==> src/rtl/alu_exec_stage.sv <==
// alu_exec_stage: execute-stage ALU with one-hot op select.
// Non-shift ops complete in the same cycle. By default, shifts run on an
// iterative one-bit-per-cycle FSM (IDLE -> SHIFT -> DONE). While that FSM
// is busy, the block stalls upstream.
// Define ALU_FAST_SHIFT_EN to use a single-cycle barrel shifter instead.
// In that build the FSM never leaves IDLE and o_Stall_1 stays 0.
module alu_exec_stage (
    input  logic        clk,
    input  logic        rstn,
    input  logic        i_Valid_1,
    input  logic        i_Flush_1,
    input  logic [11:0] i_ALUControl_12,
    input  logic [31:0] i_ALUOperand1_32,
    input  logic [31:0] i_ALUOperand2_32,
    input  logic [31:0] i_PCPlus4_32,
    input  logic        i_JumpBranch_1,
    output logic        o_Stall_1,
    output logic        o_Valid_1,
    output logic [31:0] o_Result_32,
    output logic        o_Zero_1
);

`ifdef ALU_FAST_SHIFT_EN
    localparam bit FAST_SHIFT = 1'b1;
`else
    localparam bit FAST_SHIFT = 1'b0;
`endif

    typedef enum logic [1:0] {IDLE, SHIFT, DONE} state_e;
    typedef enum logic [1:0] {SK_SLL, SK_SRL, SK_SRA} shift_kind_e;

    state_e      state_q, state_d;
    shift_kind_e kind_q, kind_d, op_kind;
    logic [31:0] acc_q, acc_d, acc_shifted;
    logic [4:0]  cnt_q, cnt_d;
    logic [31:0] alu_res;
    logic        op_is_shift;
    logic [4:0]  shamt;

    assign shamt = i_ALUOperand2_32[4:0];

    // Single-cycle result: the lowest set control bit selects the op.
    // NOTE: every variable driven here gets a default first so no path leaves it unassigned (no latch).
    always_comb begin
        alu_res     = '0;
        op_is_shift = 1'b0;
        op_kind     = SK_SLL;
        if (i_ALUControl_12[0]) begin
            alu_res = i_ALUOperand1_32 + i_ALUOperand2_32;
        end else if (i_ALUControl_12[1]) begin
            alu_res = i_ALUOperand1_32 - i_ALUOperand2_32;
        end else if (i_ALUControl_12[2]) begin
            op_is_shift = 1'b1;
            op_kind     = SK_SLL;
            // Iterative build only takes this path for shamt == 0, where op1 is the answer.
            alu_res     = FAST_SHIFT ? (i_ALUOperand1_32 << shamt) : i_ALUOperand1_32;
        end else if (i_ALUControl_12[3]) begin
            alu_res = {31'd0, $signed(i_ALUOperand1_32) < $signed(i_ALUOperand2_32)};
        end else if (i_ALUControl_12[4]) begin
            alu_res = {31'd0, i_ALUOperand1_32 < i_ALUOperand2_32};
        end else if (i_ALUControl_12[5]) begin
            alu_res = i_ALUOperand1_32 ^ i_ALUOperand2_32;
        end else if (i_ALUControl_12[6]) begin
            op_is_shift = 1'b1;
            op_kind     = SK_SRL;
            alu_res     = FAST_SHIFT ? (i_ALUOperand1_32 >> shamt) : i_ALUOperand1_32;
        end else if (i_ALUControl_12[7]) begin
            op_is_shift = 1'b1;
            op_kind     = SK_SRA;
            alu_res     = FAST_SHIFT ? ($signed(i_ALUOperand1_32) >>> shamt) : i_ALUOperand1_32;
        end else if (i_ALUControl_12[8]) begin
            alu_res = i_ALUOperand1_32 | i_ALUOperand2_32;
        end else if (i_ALUControl_12[9]) begin
            alu_res = i_ALUOperand1_32 & i_ALUOperand2_32;
        end else if (i_ALUControl_12[10]) begin
            alu_res = i_ALUOperand2_32;
        end else if (i_ALUControl_12[11]) begin
            alu_res = i_PCPlus4_32;
        end
        // A jump/branch with LINK set always writes the link value.
        if (i_JumpBranch_1 && i_ALUControl_12[11]) begin
            alu_res     = i_PCPlus4_32;
            op_is_shift = 1'b0;
        end
    end

    // One-bit step of the latched shift, direction taken from latched state only.
    always_comb begin
        case (kind_q)
            SK_SLL:  acc_shifted = {acc_q[30:0], 1'b0};
            SK_SRL:  acc_shifted = {1'b0, acc_q[31:1]};
            default: acc_shifted = {acc_q[31], acc_q[31:1]};
        endcase
    end

    // Next-state and output decode for the shift FSM.
    always_comb begin
        state_d     = state_q;
        acc_d       = acc_q;
        cnt_d       = cnt_q;
        kind_d      = kind_q;
        o_Stall_1   = 1'b0;
        o_Valid_1   = 1'b0;
        o_Result_32 = '0;
        case (state_q)
            IDLE: begin
                if (!i_Flush_1) begin
                    if (!FAST_SHIFT && i_Valid_1 && op_is_shift && (shamt != 5'd0)) begin
                        o_Stall_1 = 1'b1;
                        state_d   = SHIFT;
                        acc_d     = i_ALUOperand1_32;
                        cnt_d     = shamt;
                        kind_d    = op_kind;
                    end else begin
                        o_Valid_1   = i_Valid_1;
                        o_Result_32 = i_Valid_1 ? alu_res : '0;
                    end
                end
            end
            SHIFT: begin
                if (i_Flush_1) begin
                    state_d = IDLE;
                end else begin
                    o_Stall_1 = 1'b1;
                    acc_d     = acc_shifted;
                    cnt_d     = cnt_q - 5'd1;
                    if (cnt_q == 5'd1) state_d = DONE;
                end
            end
            DONE: begin
                state_d = IDLE;
                if (!i_Flush_1) begin
                    o_Valid_1   = 1'b1;
                    o_Result_32 = acc_q;
                end
            end
            default: state_d = IDLE;
        endcase
        // Outputs are quiet for as long as reset is held.
        if (!rstn) begin
            o_Stall_1   = 1'b0;
            o_Valid_1   = 1'b0;
            o_Result_32 = '0;
        end
        o_Zero_1 = o_Valid_1 && (o_Result_32 == 32'd0);
    end

    // FSM state, accumulator and counter registers.
    // NOTE: sequential state uses non-blocking assignments so all registers update together at the edge.
    always_ff @(posedge clk or negedge rstn) begin
        if (!rstn) begin
            state_q <= IDLE;
            acc_q   <= '0;
            cnt_q   <= '0;
            kind_q  <= SK_SLL;
        end else begin
            state_q <= state_d;
            acc_q   <= acc_d;
            cnt_q   <= cnt_d;
            kind_q  <= kind_d;
        end
    end

endmodule

==> config.mk <==
export PLATFORM = sky130hd
export DESIGN_NAME = alu_exec_stage
export DESIGN_NICKNAME = d
export VERILOG_FILES = /design/src/rtl/alu_exec_stage.sv
export SDC_FILE = /design/constraint.sdc
export NUM_CORES = 1
export LEC_CHECK = 0
export ABC_AREA = 0
export BUFFER_PORTS_ARGS = -buffer_cell sky130_fd_sc_hd__buf_2
export CAP_MARGIN = 40
export CORE_MARGIN = 4
export CORE_UTILIZATION = 30
export CTS_CLUSTER_SIZE = 8
export DETAILED_ROUTE_END_ITERATION = 12
export PLACE_DENSITY = 0.5
export SLEW_MARGIN = 15
export SYNTH_ARGS = -nofsm -noshare
export SYNTH_HDL_FRONTEND = slang
export SYNTH_SLANG_ARGS = --single-unit
==> constraint.sdc <==
create_clock -name clk -period 6.4 [get_ports clk]
set_clock_uncertainty 0.05 [all_clocks]
set_input_delay 1.28 -clock clk [delete_from_list [all_inputs] [get_ports clk]]
set_output_delay 1.28 -clock clk [all_outputs]
set_load 0.02 [all_outputs]
==> metrics.md <==
| Metric | Value |
|---|---|
| Status | `finished with violations` |
| Failing checks | `setup timing` |
| # diodes | `0` |
| Most area-hungry cell type in the Yosys netlist | `ha_1` |
| Die Height | `192 µm` |
| Synthesized area | `0.0101 mm²` |
| CTS Root Cell | `clkbuf_16` |
| Logic pwr share | `63.0%` |
| Vias | `13900` |
| Maximum vdd drop | `0.000120 V` |
| Fmax | `0.153 GHz` |
| Syn. warnings | `0` |
| H-tree levels | `2` |
| Clock power frac | `13.4%` |
| DRC viols | `0` |
| Grt ovf | `0` |
| Starting density of the core | `30.3%` |
| Switching share of power | `49.2%` |
| Largest net degree at the start of global routing | `76` |
| Routed len/inst | `25.8 µm` |
| Reg area | `0.00103 mm²` |
| Clk_lat worst skew | `0.30 ns` |
| First-pass GRT wire length | `86900 µm` |
| DRT antenna net count | `0` |
| Final instance area | `0.0138 mm²` |
| Layout cell share with drive strength beyond 1 | `31.0%` |
| Placed cell count | `2300` |
| Pre-antenna DRT Iters | `5` |
| Slew HR | `47.4%` |
| Core area | `0.0334 mm²` |
| Number of fill cells in the layout | `3582` |
| Final WS setup | `-0.134 ns` |
| Vias in the first global route | `13300` |
| Vias per cell | `5.98` |
| CTS Buf Count | `5` |
| Syn_nets | `1723` |
| PwrDens | `140 mW/mm²` |
| # port buffers | `147` |
| Worst-Margin Slew | `0.779 ns` |
| # IOs | `148` |
| Synthesis-stage register bit count | `41` |
| Drt total wl | `59800 µm` |
| Slew Limit Fails | `0` |
| Final nets | `2081` |
| Die area | `0.0368 mm²` |
| CTS tree | `built` |
| Main flop type after synthesis | `dfrtp_1` |
| Max-cap violations | `0` |
| Post-synth EDFFs | `0` |
| Tot GR Track Use | `31.3%` |
| Register area share after synthesis | `10.1%` |
| Critical Path Source Type | `input pin` |
| Setup TNS after final layout | `-0.134 ns` |
| Max clock buf depth | `2` |
| Unrepaired setup endpoints after global routing | `yes` |
| Synth-to-Final Area Change | `36.2%` |
| # clock sinks | `41` |
| Pre-CTS WS | `-0.362 ns` |
| Crit end category | `output port` |
| Synthesized area per cell | `6.72 µm²` |
| Chip Width | `192 µm` |
| GPL Wtd Cong | `1.03` |
| CTS clk-pin slew, worst paths | `0.06 ns` |
| Finished Layout Cells | `2317` |
| Top cell type's share of synthesized area | `12.1%` |
| Leakage | `6.33 nW` |
| Initial antenna violation count | `1` |
| HPWL after detailed placement | `47600 µm` |
| Internal power | `0.000983 W` |
| Final Setup Violations | `1` |
| Min cycle time layout | `6.53 ns` |
| Worst hold-check path type | `flip-flop to flip-flop` |
| Dpl cell area | `0.0133 mm²` |
| Period utilisation layout | `102%` |
| Largest cells by area after synthesis | `ha_1 (12%), dfrtp_1 (10%), a21oi_1 (8.2%), o21ai_0 (7.8%), nand2_1 (5.7%)` |
| Total net switching power | `0.000951 W` |
| Crit Path Max Fanout | `6` |
| Crit path arrival time | `5.20 ns` |
| CP required | `5.07 ns` |
| Mapped Cells | `1510` |
| Site Rows | `67` |
| Synth cell types | `92` |
| Multi-input logic area | `0.00851 mm²` |
| WS Path Type | `input pin to output port` |
| Async S/R FF share, synth | `100%` |
| Final Hold Viols | `0` |
| Tot Pwr | `0.00193 W` |
| Initial drt markers | `1701` |
| Sequential Power Share | `23.6%` |
==> state kept, by name (all words and copies together) (netlist names) <==
signal,flops
state_q,2
kind_q,2
cnt_q,5
acc_q,32
==> cell type report <==
class / count / share of cell area, %
sequential: 41 / 7.43
multi-input combinational: 1249 / 61.6
clock buffer: 8 / 0.987
tap: 448 / 4.06
inverter: 108 / 2.93
timing repair buffer: 463 / 23.0
==> cells in the mapped netlist (14+ instances only) <==
library cell / count
o21ai_0: 158
a21o_1: 16
a221oi_1: 41
nand4_1: 19
a31oi_1: 21
clkbuf_1: 63
nor2b_1: 14
a21oi_1: 167
nand2b_1: 20
nor3_1: 34
xnor2_1: 25
ha_1: 98
nor2_1: 132
inv_1: 99
buf_2: 26
a211oi_1: 30
nand3_1: 22
o211ai_1: 19
o31ai_1: 18
dfrtp_1: 41
nand2_1: 154
==> what timing repair did <==
action,4_1_cts,5_1_grt
hold buffers,0,0
resized for setup,57,16
pin swaps,33,19
endpoints found under the setup margin,1,1
gates cloned,0,0
setup buffers,9,1
==> cell usage in the layout, fill, tap and decap left out, types with 10 or more instances in the layout <==
master and n:
a211oi_1 28, a21o_1 15, a21oi_1 163, a221o_1 10, a221oi_1 39, a22oi_1 10
a31oi_1 19, buf_2 145, buf_4 312, dfrtp_1 41, ha_1 90, inv_1 96
inv_2 12, nand2_1 153, nand2b_1 19, nand3_1 22, nand4_1 19, nor2_1 128
nor2b_1 12, nor3_1 32, o211ai_1 19, o21ai_0 154, o21ai_1 11, o31ai_1 13
or3_1 11, xnor2_1 25
==> per-layer routing <==
layer	share of wire (%)	global-route usage [%]	up-vias
met1	42	43.0	6629
met5	0.025	0	-
met3	10	6.54	144
li1	-	-	6308
met2	43	48.4	770
met4	4.5	11.1	2
==> worst max-delay path, cell delays in order <==
cell and delay, ns:
buf_2 0.14, ha_4 0.17, fa_2 0.38, a21o_1 0.22, a221o_2 0.44, a21o_4 0.29
a31oi_1 0.22, a31oi_2 0.20, a2111oi_4 0.32, nand4bb_1 0.13, or4_4 0.54, or4_4 0.43
nor4_2 0.26, buf_4 0.18
==> per-stage QoR <==
step           utilization [%]  hold WS (ns)
6_report                  41.3         0.477
3_5_place_dp              39.7         0.458
4_1_cts                   41.1         0.474
3_3_place_gp              39.6         0.451
5_1_grt                   41.3         0.506
2_1_floorplan                -         0.421
==> power groups by stage <==
stage	Clock (W)	Sequential, W	Combinational [W]
after floorplan	0	0.000403	0.000641
after global placement	0	0.000459	0.00113
after detailed placement	0	0.000456	0.00114
after CTS	0.000263	0.000452	0.00118
after global routing	0.000272	0.000466	0.00131
final	0.000260	0.000456	0.00122
==> path summary, 6_finish.rpt <==
| path | from | end | slack, ns | cells after the start |
|---|---|---|---|---|
| hold / removal | cnt_q[1] | cnt_q[1] | 0.48 | 2 |
| max in group asynchronous | rstn | state_q[1] | 4.94 | 2 |
| setup reg to reg | state_q[0] | cnt_q[4] | 3.88 | 7 |
| setup / recovery | i_ALUOperand2_32[0] | o_Zero_1 | -0.13 | 14 |
| min in group asynchronous | rstn | acc_q[19] | 0.82 | 1 |
| hold reg to reg | cnt_q[1] | cnt_q[1] | 0.48 | 2 |
==> logic make-up (layout without fill, tap and decap cells) <==
| logic type | after synthesis | count (layout) | share of synthesized area (%) |
|---|---|---|---|
| compound gates | 628 | 628 | 41.1 |
| simple gates | 482 | 482 | 23.3 |
| buf+inv | 220 | 579 | 9.46 |
| fa+ha+maj | 100 | 100 | 12.5 |
| flops | 41 | 41 | 10.1 |
| xor+xnor | 30 | 30 | 2.59 |
| mux | 9 | 9 | 0.912 |
Power figures use the tool's default switching activity.
